## config.mk

```make
export PLATFORM = sky130hd
export DESIGN_NAME = xnor_popcount_acc
export DESIGN_NICKNAME = d
export VERILOG_FILES = /design/src/rtl/xnor_pop_pkg.sv /design/src/rtl/popcount.sv /design/src/rtl/xnor_popcount_acc.sv
export SDC_FILE = /design/constraint.sdc
export NUM_CORES = 1
export LEC_CHECK = 0
export CAP_MARGIN = 15
export CORE_UTILIZATION = 50
export CTS_CLUSTER_SIZE = 24
export DETAILED_ROUTE_END_ITERATION = 16
export PLACE_DENSITY = 0.85
export SLEW_MARGIN = 20
export SYNTH_ARGS = -nofsm -noshare
export SYNTH_HDL_FRONTEND = slang
export SYNTH_SLANG_ARGS = --single-unit
```

## constraint.sdc

```tcl
create_clock -name clk -period 12.8 [get_ports clk]
set_input_delay 3.84 -clock clk [delete_from_list [all_inputs] [get_ports clk]]
set_output_delay 3.84 -clock clk [all_outputs]
set_load 0.005 [all_outputs]
```

## src/rtl/xnor_pop_pkg.sv

```systemverilog
// Shared constants for the XNOR/XOR popcount accumulator: operand modes,
// FSM state encoding and a width helper.
package xnor_pop_pkg;

  localparam logic MODE_XNOR = 1'b0;
  localparam logic MODE_XOR  = 1'b1;

  typedef enum logic {
    ST_ACCUM = 1'b0,
    ST_HOLD  = 1'b1
  } state_e;

  // Bits needed to hold values 0..n-1; bounded loop keeps it elaboration-friendly.
  function automatic int clog2(input int n);
    int r;
    r = 0;
    for (int i = 0; i < 31; i++) begin
      if ((1 << i) < n) r = i + 1;
    end
    return r;
  endfunction

endpackage

```

## src/rtl/popcount.sv

```systemverilog
// Combinational population count of a WIDTH-bit vector.
module popcount
  import xnor_pop_pkg::*;
#(
  parameter int WIDTH = 8,
  parameter int CNT_W = clog2(WIDTH + 1)
) (
  input  logic [WIDTH-1:0] bits_i,
  output logic [CNT_W-1:0] count_o
);

  always_comb begin
    count_o = '0;
    for (int i = 0; i < WIDTH; i++) begin
      count_o = count_o + CNT_W'(bits_i[i]);
    end
  end

endmodule

```

## src/rtl/xnor_popcount_acc.sv

```systemverilog
// Streams operand pairs, accumulates per-beat XNOR match / XOR mismatch counts
// over a burst and presents the saturating total on a valid/ready result port.
module xnor_popcount_acc
  import xnor_pop_pkg::*;
#(
  parameter int WIDTH = 8,
  parameter int ACC_W = 16
) (
  input  logic             clk,
  input  logic             rst_n,
  input  logic             in_valid,
  output logic             in_ready,
  input  logic [WIDTH-1:0] in_a,
  input  logic [WIDTH-1:0] in_b,
  input  logic             in_last,
  input  logic             mode,
  output logic             out_valid,
  input  logic             out_ready,
  output logic [ACC_W-1:0] out_sum,
  output logic [ACC_W-1:0] out_beats,
  output logic             out_sat
);

  localparam int PW = clog2(WIDTH + 1);

  state_e             state_q, state_d;
  logic [ACC_W-1:0]   acc_q, acc_d;
  logic [ACC_W-1:0]   beats_q, beats_d;
  logic               sat_q, sat_d;
  logic               mode_q, mode_d;
  logic [ACC_W-1:0]   out_sum_q, out_sum_d;
  logic [ACC_W-1:0]   out_beats_q, out_beats_d;
  logic               out_sat_q, out_sat_d;

  logic               accept;
  logic               mode_eff;
  logic [WIDTH-1:0]   cmp_bits;
  logic [PW-1:0]      pop;
  logic [ACC_W:0]     acc_nx;
  logic [ACC_W:0]     beats_nx;
  logic               sat_nx;

  // Returns {overflowed, clamped sum}; clamps to all ones when the carry is set.
  function automatic logic [ACC_W:0] sat_add(input logic [ACC_W-1:0] a,
                                             input logic [ACC_W-1:0] b);
    logic [ACC_W:0] s;
    s = {1'b0, a} + {1'b0, b};
    if (s[ACC_W]) s = {1'b1, {ACC_W{1'b1}}};
    return s;
  endfunction

  assign in_ready  = (state_q == ST_ACCUM);
  assign out_valid = (state_q == ST_HOLD);
  assign accept    = in_valid && in_ready;
  assign mode_eff  = (beats_q == '0) ? mode : mode_q;

  // Operands are gated by accept so idle/X inputs never reach the adder tree.
  always_comb begin
    cmp_bits = '0;
    if (accept) begin
      cmp_bits = (mode_eff == MODE_XOR) ? (in_a ^ in_b) : ~(in_a ^ in_b);
    end
  end

  popcount #(
    .WIDTH (WIDTH),
    .CNT_W (PW)
  ) u_popcount (
    .bits_i  (cmp_bits),
    .count_o (pop)
  );

  assign acc_nx   = sat_add(acc_q, ACC_W'(pop));
  assign beats_nx = sat_add(beats_q, ACC_W'(1));
  assign sat_nx   = sat_q | acc_nx[ACC_W] | beats_nx[ACC_W];

  always_comb begin
    state_d     = state_q;
    acc_d       = acc_q;
    beats_d     = beats_q;
    sat_d       = sat_q;
    mode_d      = mode_q;
    out_sum_d   = out_sum_q;
    out_beats_d = out_beats_q;
    out_sat_d   = out_sat_q;
    case (state_q)
      ST_ACCUM: begin
        if (accept) begin
          mode_d = mode_eff;
          if (in_last) begin
            out_sum_d   = acc_nx[ACC_W-1:0];
            out_beats_d = beats_nx[ACC_W-1:0];
            out_sat_d   = sat_nx;
            acc_d       = '0;
            beats_d     = '0;
            sat_d       = 1'b0;
            state_d     = ST_HOLD;
          end else begin
            acc_d   = acc_nx[ACC_W-1:0];
            beats_d = beats_nx[ACC_W-1:0];
            sat_d   = sat_nx;
          end
        end
      end
      ST_HOLD: begin
        if (out_ready) state_d = ST_ACCUM;
      end
      default: state_d = ST_ACCUM;
    endcase
  end

  always_ff @(posedge clk) begin
    if (!rst_n) begin
      state_q     <= ST_ACCUM;
      acc_q       <= '0;
      beats_q     <= '0;
      sat_q       <= 1'b0;
      mode_q      <= 1'b0;
      out_sum_q   <= '0;
      out_beats_q <= '0;
      out_sat_q   <= 1'b0;
    end else begin
      state_q     <= state_d;
      acc_q       <= acc_d;
      beats_q     <= beats_d;
      sat_q       <= sat_d;
      mode_q      <= mode_d;
      out_sum_q   <= out_sum_d;
      out_beats_q <= out_beats_d;
      out_sat_q   <= out_sat_d;
    end
  end

  assign out_sum   = out_sum_q;
  assign out_beats = out_beats_q;
  assign out_sat   = out_sat_q;

endmodule

```

==> metrics.cfg, run 1 <==
[run_status]
run_status = complete, no violations

[place]
numPortBuffers = 56
place.gp.congestion = 0.872
hpwl_um = 6120

[yosys]
synth_top_area_share_pct = 37.2
yosys_most_used_dff = dfxtp_1
synth_top_area_cell = dfxtp_1
synthesis.nets = 472
ys_types = 53
yosysWarnings = 0
yosys_register_bits = 68
yosysSeqAreaShare_pct = 37.2
synthArstFlopShare_pct = 0
yosysMostFrequentCell = dfxtp_1
synth_edf_count = 0
netlist_area_um2 = 3650
synthTopCellsByCount = dfxtp_1 (68), o21ai_0 (48), a21oi_1 (38), nor2_1 (29), nand2_1 (27)
ys_top_cells_by_area = dfxtp_1 (37%), o21ai_0 (6.6%), xnor2_1 (6.0%)
postSynthAreaPerCell_um2 = 8.38
syn_inst = 436

[routing]
drc = 0
wl_met1_um = 3870
viasPerCell = 5.91
num_vias = 3448
drt-total-wl_um = 8620
wl_met2_um = 3980
top_layer = met4
ant_nets = 0
drt-pass1-iter-count = 7
routed-wl-met3_um = 614
drt_first_iter_violations = 336
routedWlPerCell_um = 14.8

[setup_path]
crit_chain = clkdlybuf4s50_1 > mux2i_4 > xnor2_1 > nor2_1 > ha_1 > inv_1 > fa_1 > inv_1 > fa_1 > fa_1 > inv_1 > fa_1 > fa_1 > nor2b_1 > o21ai_2 > a211oi_4 > nor2_2 > a311oi_1
critPathRequiredTime_ns = 13.04
crit_path_top_delay_cell = fa_1
critPathMaxFanout = 9
critPathArrivalTime_ns = 8.89
cp-end-kind = flop
crit_path_frequent_cell = fa_1
criticalPathCategory = in -> reg
cp-start-kind = input port
slowest_delay_ns = 0.54

[cts]
clkLatencyLatePin_ns = 0.35
root_buffer = clkbuf_8
clock_sinks = 68
cts_buffers = 9
cts_hold_buf = 0
cts_buffer_depth = 2
h-tree-depth = 3
post-cts-setup-buffers = 0
path_clk_slew_ns = 0.07
post_cts_resize_count = 0
cts_tree = yes

[sta]
maxSlewViolCount = 0
period_needed_ns = 8.65
max_freq_ghz = 0.116
final-hold-violation-count = 0
timing.slew.headroom_pct = 48.7
period_share_pct = 67.6
max_slew.worst_pin.slew_ns = 0.766
finalClockSkew_ns = 0.00684
setup_viol = 0
tns_ns = 0
rsz0062_at_grt = false

[final_layout]
nFillCells = 553
drive_above_1_share_pct = 6.16
diodes = 0
area_growth_pct = 21.3
finalNetCount = 519

[pwr]
finalPower_mw = 0.501
peakVddDrop_mv = 0.0527
powerDensity_nw_per_um2 = 113
power.leakage_nw = 1.50

[die]
core_area_um2 = 6940
die-area_um2 = 7660
die_w_um = 87.5
rows = 30
initial_core_util_pct = 52.6
die-height_um = 87.5
io_pins = 57

[grt]
grt_usage_pct = 24.6
grt_pass1_vias = 3195
overflow = 0
antenna_found_initial = 0
grt_pass1_wl_um = 14600
grt_max_degree = 39

[run]
cap_violations = 0

[min_path]
hp-class = reg -> reg

[final cells by class]
type	instances	area [um2]	share of cell area (%)
clock buffers	13	159	3.58
clock inverters	2	10.0	0.226
inverters	21	78.8	1.78
multi-input cells	323	2110	47.7
flip-flops and latches	68	1360	30.7
well taps	96	120	2.71
repair buffers	60	591	13.3
[state kept, by name (all words and copies together), names as in the netlist]
| name | cells |
|---|---|
| out_valid | 1 |
| beats_q | 16 |
| out_sat | 1 |
| out_sum | 16 |
| out_beats | 16 |
| acc_q | 16 |
| mode_q | 1 |
| sat_q | 1 |
[path summary, 6_finish.rpt]
path / start / to / slack [ns] / cells after the start
worst max register to register: beats_q[0] / acc_q[13] / 6.94 / 21
worst min-delay path: out_sum[8] / out_sum[8] / 0.47 / 2
worst min register to register: out_sum[8] / out_sum[8] / 0.47 / 2
worst max-delay path: mode / acc_q[13] / 4.15 / 18
[where the power goes]
group | internal [mW] | switching, mW
logic | 0.0548 | 0.0610
registers | 0.222 | 0.00611
clock network | 0.0794 | 0.0782
total | 0.356 | 0.145
[logic make-up (layout without fill, tap and decap cells)]
logic type,Yosys count,after routing,share of synthesized area [%]
AO/OA/AOI/OAI,141,141,24.1
XOR/XNOR,35,35,8.39
adder cells (fa/ha/maj),14,14,5.82
buffers and inverters,45,96,4.96
flip-flops,68,68,37.2
multiplexers,4,4,1.44
AND/OR/NAND/NOR,129,129,18.1
[critical path: cells and delay by family]
family	cells	cell delay, ns
adders and majority gates	6	2.68
AOI/OAI and AO/OA	3	0.83
buffers and inverters	4	0.62
and+or+nand+nor	3	0.41
muxes	1	0.35
xor gates and xnor gates	1	0.16
[layer usage]
layer | global-route usage, % | up-vias
met5 | 0 | -
met4 | 9.24 | 0
met3 | 6.16 | 23
met2 | 39.2 | 155
met1 | 32.1 | 1600
li1 | - | 1670
[stage by stage]
step / std cells / instance area, um2 / setup slack (ns) / hold slack (ns) / util, %
2_1_floorplan: 436 / 3650 / 4.51 / 0.427 / -
3_5_place_dp: 568 / 4270 / 3.79 / 0.452 / 61.4
4_1_cts: 583 / 4430 / 4.15 / 0.469 / 63.9
5_1_grt: 583 / 4430 / 3.82 / 0.492 / 63.9
6_report: 583 / 4430 / 4.15 / 0.466 / 63.9
3_3_place_gp: 568 / 4270 / 3.94 / 0.441 / 61.4
[cell usage in the layout (no fill, tap or decap), types with 7 or more instances in the layout]
master	n
a21oi_1	38
a311oi_1	11
a31oi_1	15
and4_1	7
clkbuf_8	11
clkdlybuf4s50_1	56
dfxtp_1	68
ha_1	9
inv_1	20
nand2_1	27
nand3_1	14
nor2_1	29
nor3_1	18
o21ai_0	48
xnor2_1	25
xor2_1	10
Note: power is estimated with default switching activity, not from simulation.
==> run 2, diff against run 1 <==
clock period = 8.9 ns   (was 12.8 ns; I/O delays follow)
==> metrics.cfg, run 2 (same netlist as run 1, synthesis figures left out) <==
[grt]
grt_pass1_wl_um = 15900
grt_usage_pct = 26.7
antenna_found_initial = 0
grt_max_degree = 39
grt_pass1_vias = 3388
overflow = 0

[die]
io_pins = 57
rows = 30
initial_core_util_pct = 52.6
die-area_um2 = 7660
die_w_um = 87.5
die-height_um = 87.5
core_area_um2 = 6940

[pwr]
powerDensity_nw_per_um2 = 165
switching_share_pct = 29.2
power.internal_mw = 0.522
power.leakage_nw = 1.50
peakVddDrop_mv = 0.0788
power.switching_mw = 0.215
combPwrFrac_pct = 22.6
p_clk_share_pct = 32.9
seq_power_share_pct = 44.5

[final_layout]
finalNetCount = 519
final_common_cell = dfxtp_1
fin_area_um2 = 4450
diodes = 0
drive_above_1_share_pct = 6.56
layout_common_cells = dfxtp_1 (68), clkdlybuf4s50_1 (56), o21ai_0 (48), a21oi_1 (38), nor2_1 (29)
nFillCells = 586
area_growth_pct = 21.9

[sta]
final-hold-violation-count = 0
period_share_pct = 84.7
max_slew.worst_pin.slew_ns = 0.799
period_needed_ns = 7.54
timing.slew.headroom_pct = 46.5
layout_setup_ws_ns = 1.36
maxSlewViolCount = 0
tns_ns = 0
max_freq_ghz = 0.133
rsz0062_at_grt = false
setup_viol = 0
finalClockSkew_ns = 0.00967

[cts]
clkLatencyLatePin_ns = 0.35
h-tree-depth = 3
cts_buffers = 9
cts_hold_buf = 0
clock_sinks = 68
root_buffer = clkbuf_8
post-cts-setup-buffers = 0
cts_buffer_depth = 2
cts_tree = yes
path_clk_slew_ns = 0.07
post_cts_resize_count = 0

[setup_path]
critPathRequiredTime_ns = 9.13
crit_path_top_delay_cell = a2111oi_0
cp-endpoint = acc_q[14]
criticalPathCategory = in -> reg
crit_path_frequent_cell = fa_1
critPathArrivalTime_ns = 7.77
reg2reg_to = acc_q[14]
r2r_start = beats_q[0]
cp-start-kind = input port
cp-end-kind = flop
critPathMaxFanout = 9
slowest_delay_ns = 0.58
ff2ff_path_depth = 21
crit_path_start = mode
crit_chain = clkdlybuf4s50_1 > mux2i_4 > xnor2_1 > nor2_1 > ha_1 > inv_1 > fa_1 > inv_1 > fa_1 > fa_1 > inv_1 > fa_1 > fa_1 > nor2b_1 > o21ai_2 > a2111oi_0 > o21ai_0 > nor3b_1
rrSetupSlack_ns = 2.91

[routing]
viasPerCell = 6.02
ant_nets = 0
num_vias = 3517
drc = 0
routedWlPerCell_um = 15.9
drt-total-wl_um = 9260
drt_first_iter_violations = 448
drt-pass1-iter-count = 5

[place]
dpl-instance-area_um2 = 4270
place_ws_ns = 1.03
hpwl_um = 6370
numPortBuffers = 56
place.gp.congestion = 0.864

[run_status]
run_status = complete, no violations

[run]
cap_violations = 0

[min_path]
hp-class = reg -> reg

## run 2: cell type report
class,instances,area (um2),share of cell area [%]
Clock inverter,3,20.0,0.449
Clock buffer,13,169,3.79
Timing Repair Buffer,60,591,13.3
Sequential cell,68,1360,30.6
Multi-Input combinational cell,323,2110,47.5
Tap cell,96,120,2.70
Inverter,21,78.8,1.77
## run 2: critical path: cells and delay by family
family                   cells  cell delay, ns
buffers and inverters        4            0.63
AND/OR/NAND/NOR              3            0.40
AO/OA/AOI/OAI                3            0.84
multiplexers                 1            0.37
XOR/XNOR                     1            0.18
adder cells (fa/ha/maj)      6            2.66
## run 2: power by group through the flow
stage | combinational, mW | clock, mW | sequential (mW)
2_1_floorplan | 0.109 | 0 | 0.334
3_3_place_gp | 0.160 | 0 | 0.334
3_5_place_dp | 0.166 | 0 | 0.335
4_1_cts | 0.167 | 0.242 | 0.328
5_1_grt | 0.189 | 0.255 | 0.330
6_report | 0.167 | 0.242 | 0.328
## run 2: metal layers
metal | GRT usage, % | up-vias | routed length [um]
met2 | 42.5 | 180 | 4380
met3 | 3.60 | 24 | 668
met4 | 13.0 | 0 | 214
met1 | 35.6 | 1641 | 4000
li1 | - | 1672 | -
met5 | 0 | - | 0
## run 2: stage by stage
step	utilization [%]	cells	total power [mW]	hold slack [ns]
global placement	61.4	568	0.495	0.440
floorplan	-	436	0.443	0.427
finish	64.1	584	0.737	0.457
global route	64.1	584	0.775	0.492
CTS	64.1	584	0.738	0.464
detailed placement	61.4	568	0.501	0.450
## run 2: worst min-delay path by stage
stage	from	endpoint	slack, ns	cells past startpoint
after floorplan	sat_q	sat_q	0.43	2
after global placement	sat_q	sat_q	0.44	2
after detailed placement	out_sum[6]	out_sum[6]	0.45	2
after CTS	out_sum[6]	out_sum[6]	0.46	2
after global routing	out_sum[6]	out_sum[6]	0.49	2
final	out_sum[6]	out_sum[6]	0.46	2
==> run 3, diff against run 2 <==
clock period = 7.4 ns   (was 8.9 ns; I/O delays follow)
==> metrics.cfg, run 3 (same netlist as run 1, synthesis figures left out) <==
[sta]
max_freq_ghz = 0.142
period_needed_ns = 7.04
finalClockSkew_ns = 0.00980
rsz0062_at_grt = false
period_share_pct = 95.1
setup_viol = 0
maxSlewViolCount = 0
final-hold-violation-count = 0
fin_hold_ws_ns = 0.471
tns_ns = 0
max_slew.worst_pin.slew_ns = 0.739
timing.slew.headroom_pct = 50.6

[cts]
clock_sinks = 68
h-tree-depth = 3
cts_buffer_depth = 2
post-cts-setup-buffers = 0
cts_tree = yes
cts_hold_buf = 0
cts_buffers = 9
clkLatencyLatePin_ns = 0.35
post_cts_resize_count = 0
root_buffer = clkbuf_8
path_clk_slew_ns = 0.07

[die]
die_w_um = 87.5
die-height_um = 87.5
core_area_um2 = 6940
rows = 30
die-area_um2 = 7660
io_pins = 57
initial_core_util_pct = 52.6

[pwr]
finalPower_mw = 0.931
peakVddDrop_mv = 0.120
powerDensity_nw_per_um2 = 207
power.leakage_nw = 1.53

[setup_path]
criticalPathCategory = in -> reg
cp-start-kind = input port
r2r_start = beats_q[0]
slowest_delay_ns = 0.61
crit_family = adder cells
reg2reg_to = acc_q[14]
critical_path_buf_inv_count = 4
critPathMaxFanout = 5
critPathArrivalTime_ns = 7.28
cp-end-kind = flop
crit_chain = clkdlybuf4s50_1 > mux2i_4 > xnor2_1 > nor2_1 > ha_1 > inv_1 > fa_1 > inv_1 > fa_1 > fa_1 > inv_1 > fa_1 > fa_1 > nor2b_1 > o21ai_2 > a2111oi_0 > o21ai_0 > nor3b_1
crit_path_frequent_cell = fa_1
critPathRequiredTime_ns = 7.64
crit_path_start = mode
rrSetupSlack_ns = 1.45
ff2ff_path_depth = 21
crit_path_top_delay_cell = a2111oi_0

[grt]
antenna_found_initial = 0
grt_pass1_vias = 3386
grt_usage_pct = 26.4
overflow = 0
grt_max_degree = 39
grt_pass1_wl_um = 15600

[routing]
drt-total-wl_um = 9340
routedWlPerCell_um = 16.0
viasPerCell = 6.00
num_vias = 3511
ant_nets = 0
drt_first_iter_violations = 238
drc = 0
drt-pass1-iter-count = 5

[final_layout]
diodes = 0
layout_common_cells = dfxtp_1 (68), clkdlybuf4s50_1 (56), o21ai_0 (48), a21oi_1 (38), nor2_1 (29)
area_growth_pct = 23.0
final_common_cell = dfxtp_1
drive_above_1_share_pct = 6.95
nFillCells = 579
finalNetCount = 520
regArea_um2 = 1360
multi_input_area_um2 = 2110

[min_path]
hp-class = reg -> reg
min_path_cells = 2
hp-start = out_sum[6]
hold_end = out_sum[6]

[place]
hpwl_um = 6520
place.gp.congestion = 0.867
numPortBuffers = 56

[run_status]
run_status = complete, no violations

[run]
cap_violations = 0

run 3: cell count changes in the layout (fill, tap and decap cells not counted):
cell	previous run	this run
buf_4	4	5
clkinvlp_4	2	1
clkbuf_8	12	13
bufinv_16	0	1
clkbuf_1	1	0
run 3: worst reg2reg max path: stages (launching register included):
cell	delay [ns]
dfxtp_1	0.36
inv_1	0.09
ha_1	0.14
nor4b_1	0.27
nand4_1	0.28
mux2i_4	0.35
xnor2_1	0.18
nor2_1	0.06
ha_1	0.27
inv_1	0.05
fa_1	0.52
inv_1	0.06
fa_1	0.50
fa_1	0.46
inv_1	0.08
fa_1	0.45
fa_1	0.44
nor2b_1	0.21
o21ai_2	0.13
a2111oi_0	0.61
o21ai_0	0.15
nor3b_1	0.16
run 3: area by class of cell:
class                           instances  area share (%)
Clock inverter                          3           0.947
Sequential cell                        68            30.3
Multi-Input combinational cell        323            47.0
Clock buffer                           13            3.98
Tap cell                               96            2.67
Inverter                               21            1.75
Timing Repair Buffer                   61            13.3
run 3: power breakdown:
group	switching [mW]	internal, mW
clock network	0.142	0.192
logic	0.107	0.0953
registers	0.0108	0.384
total	0.260	0.671
run 3: metrics by stage:
stage	utilization [%]	setup slack (ns)	cell area [um2]	cells
after floorplan	-	0.732	3650	436
after global placement	61.5	0.282	4270	569
after detailed placement	61.5	0.00574	4270	569
after CTS	64.7	0.366	4490	585
after global routing	64.7	0.0281	4490	585
final	64.7	0.360	4490	585
run 3: per-layer routing:
metal / vias to the layer above / wire, um / global-route usage, %
li1: 1669 / - / -
met1: 1674 / 4120 / 33.3
met2: 155 / 4460 / 44.4
met3: 13 / 581 / 4.93
met4: 0 / 175 / 11.0
met5: - / 0 / 0
run 3: worst max path at each step:
stage                endpoint  cells after the start
global placement    acc_q[14]                     18
finish              acc_q[14]                     18
floorplan           acc_q[14]                     17
detailed placement  acc_q[14]                     18
CTS                 acc_q[14]                     18
global route        acc_q[14]                     18
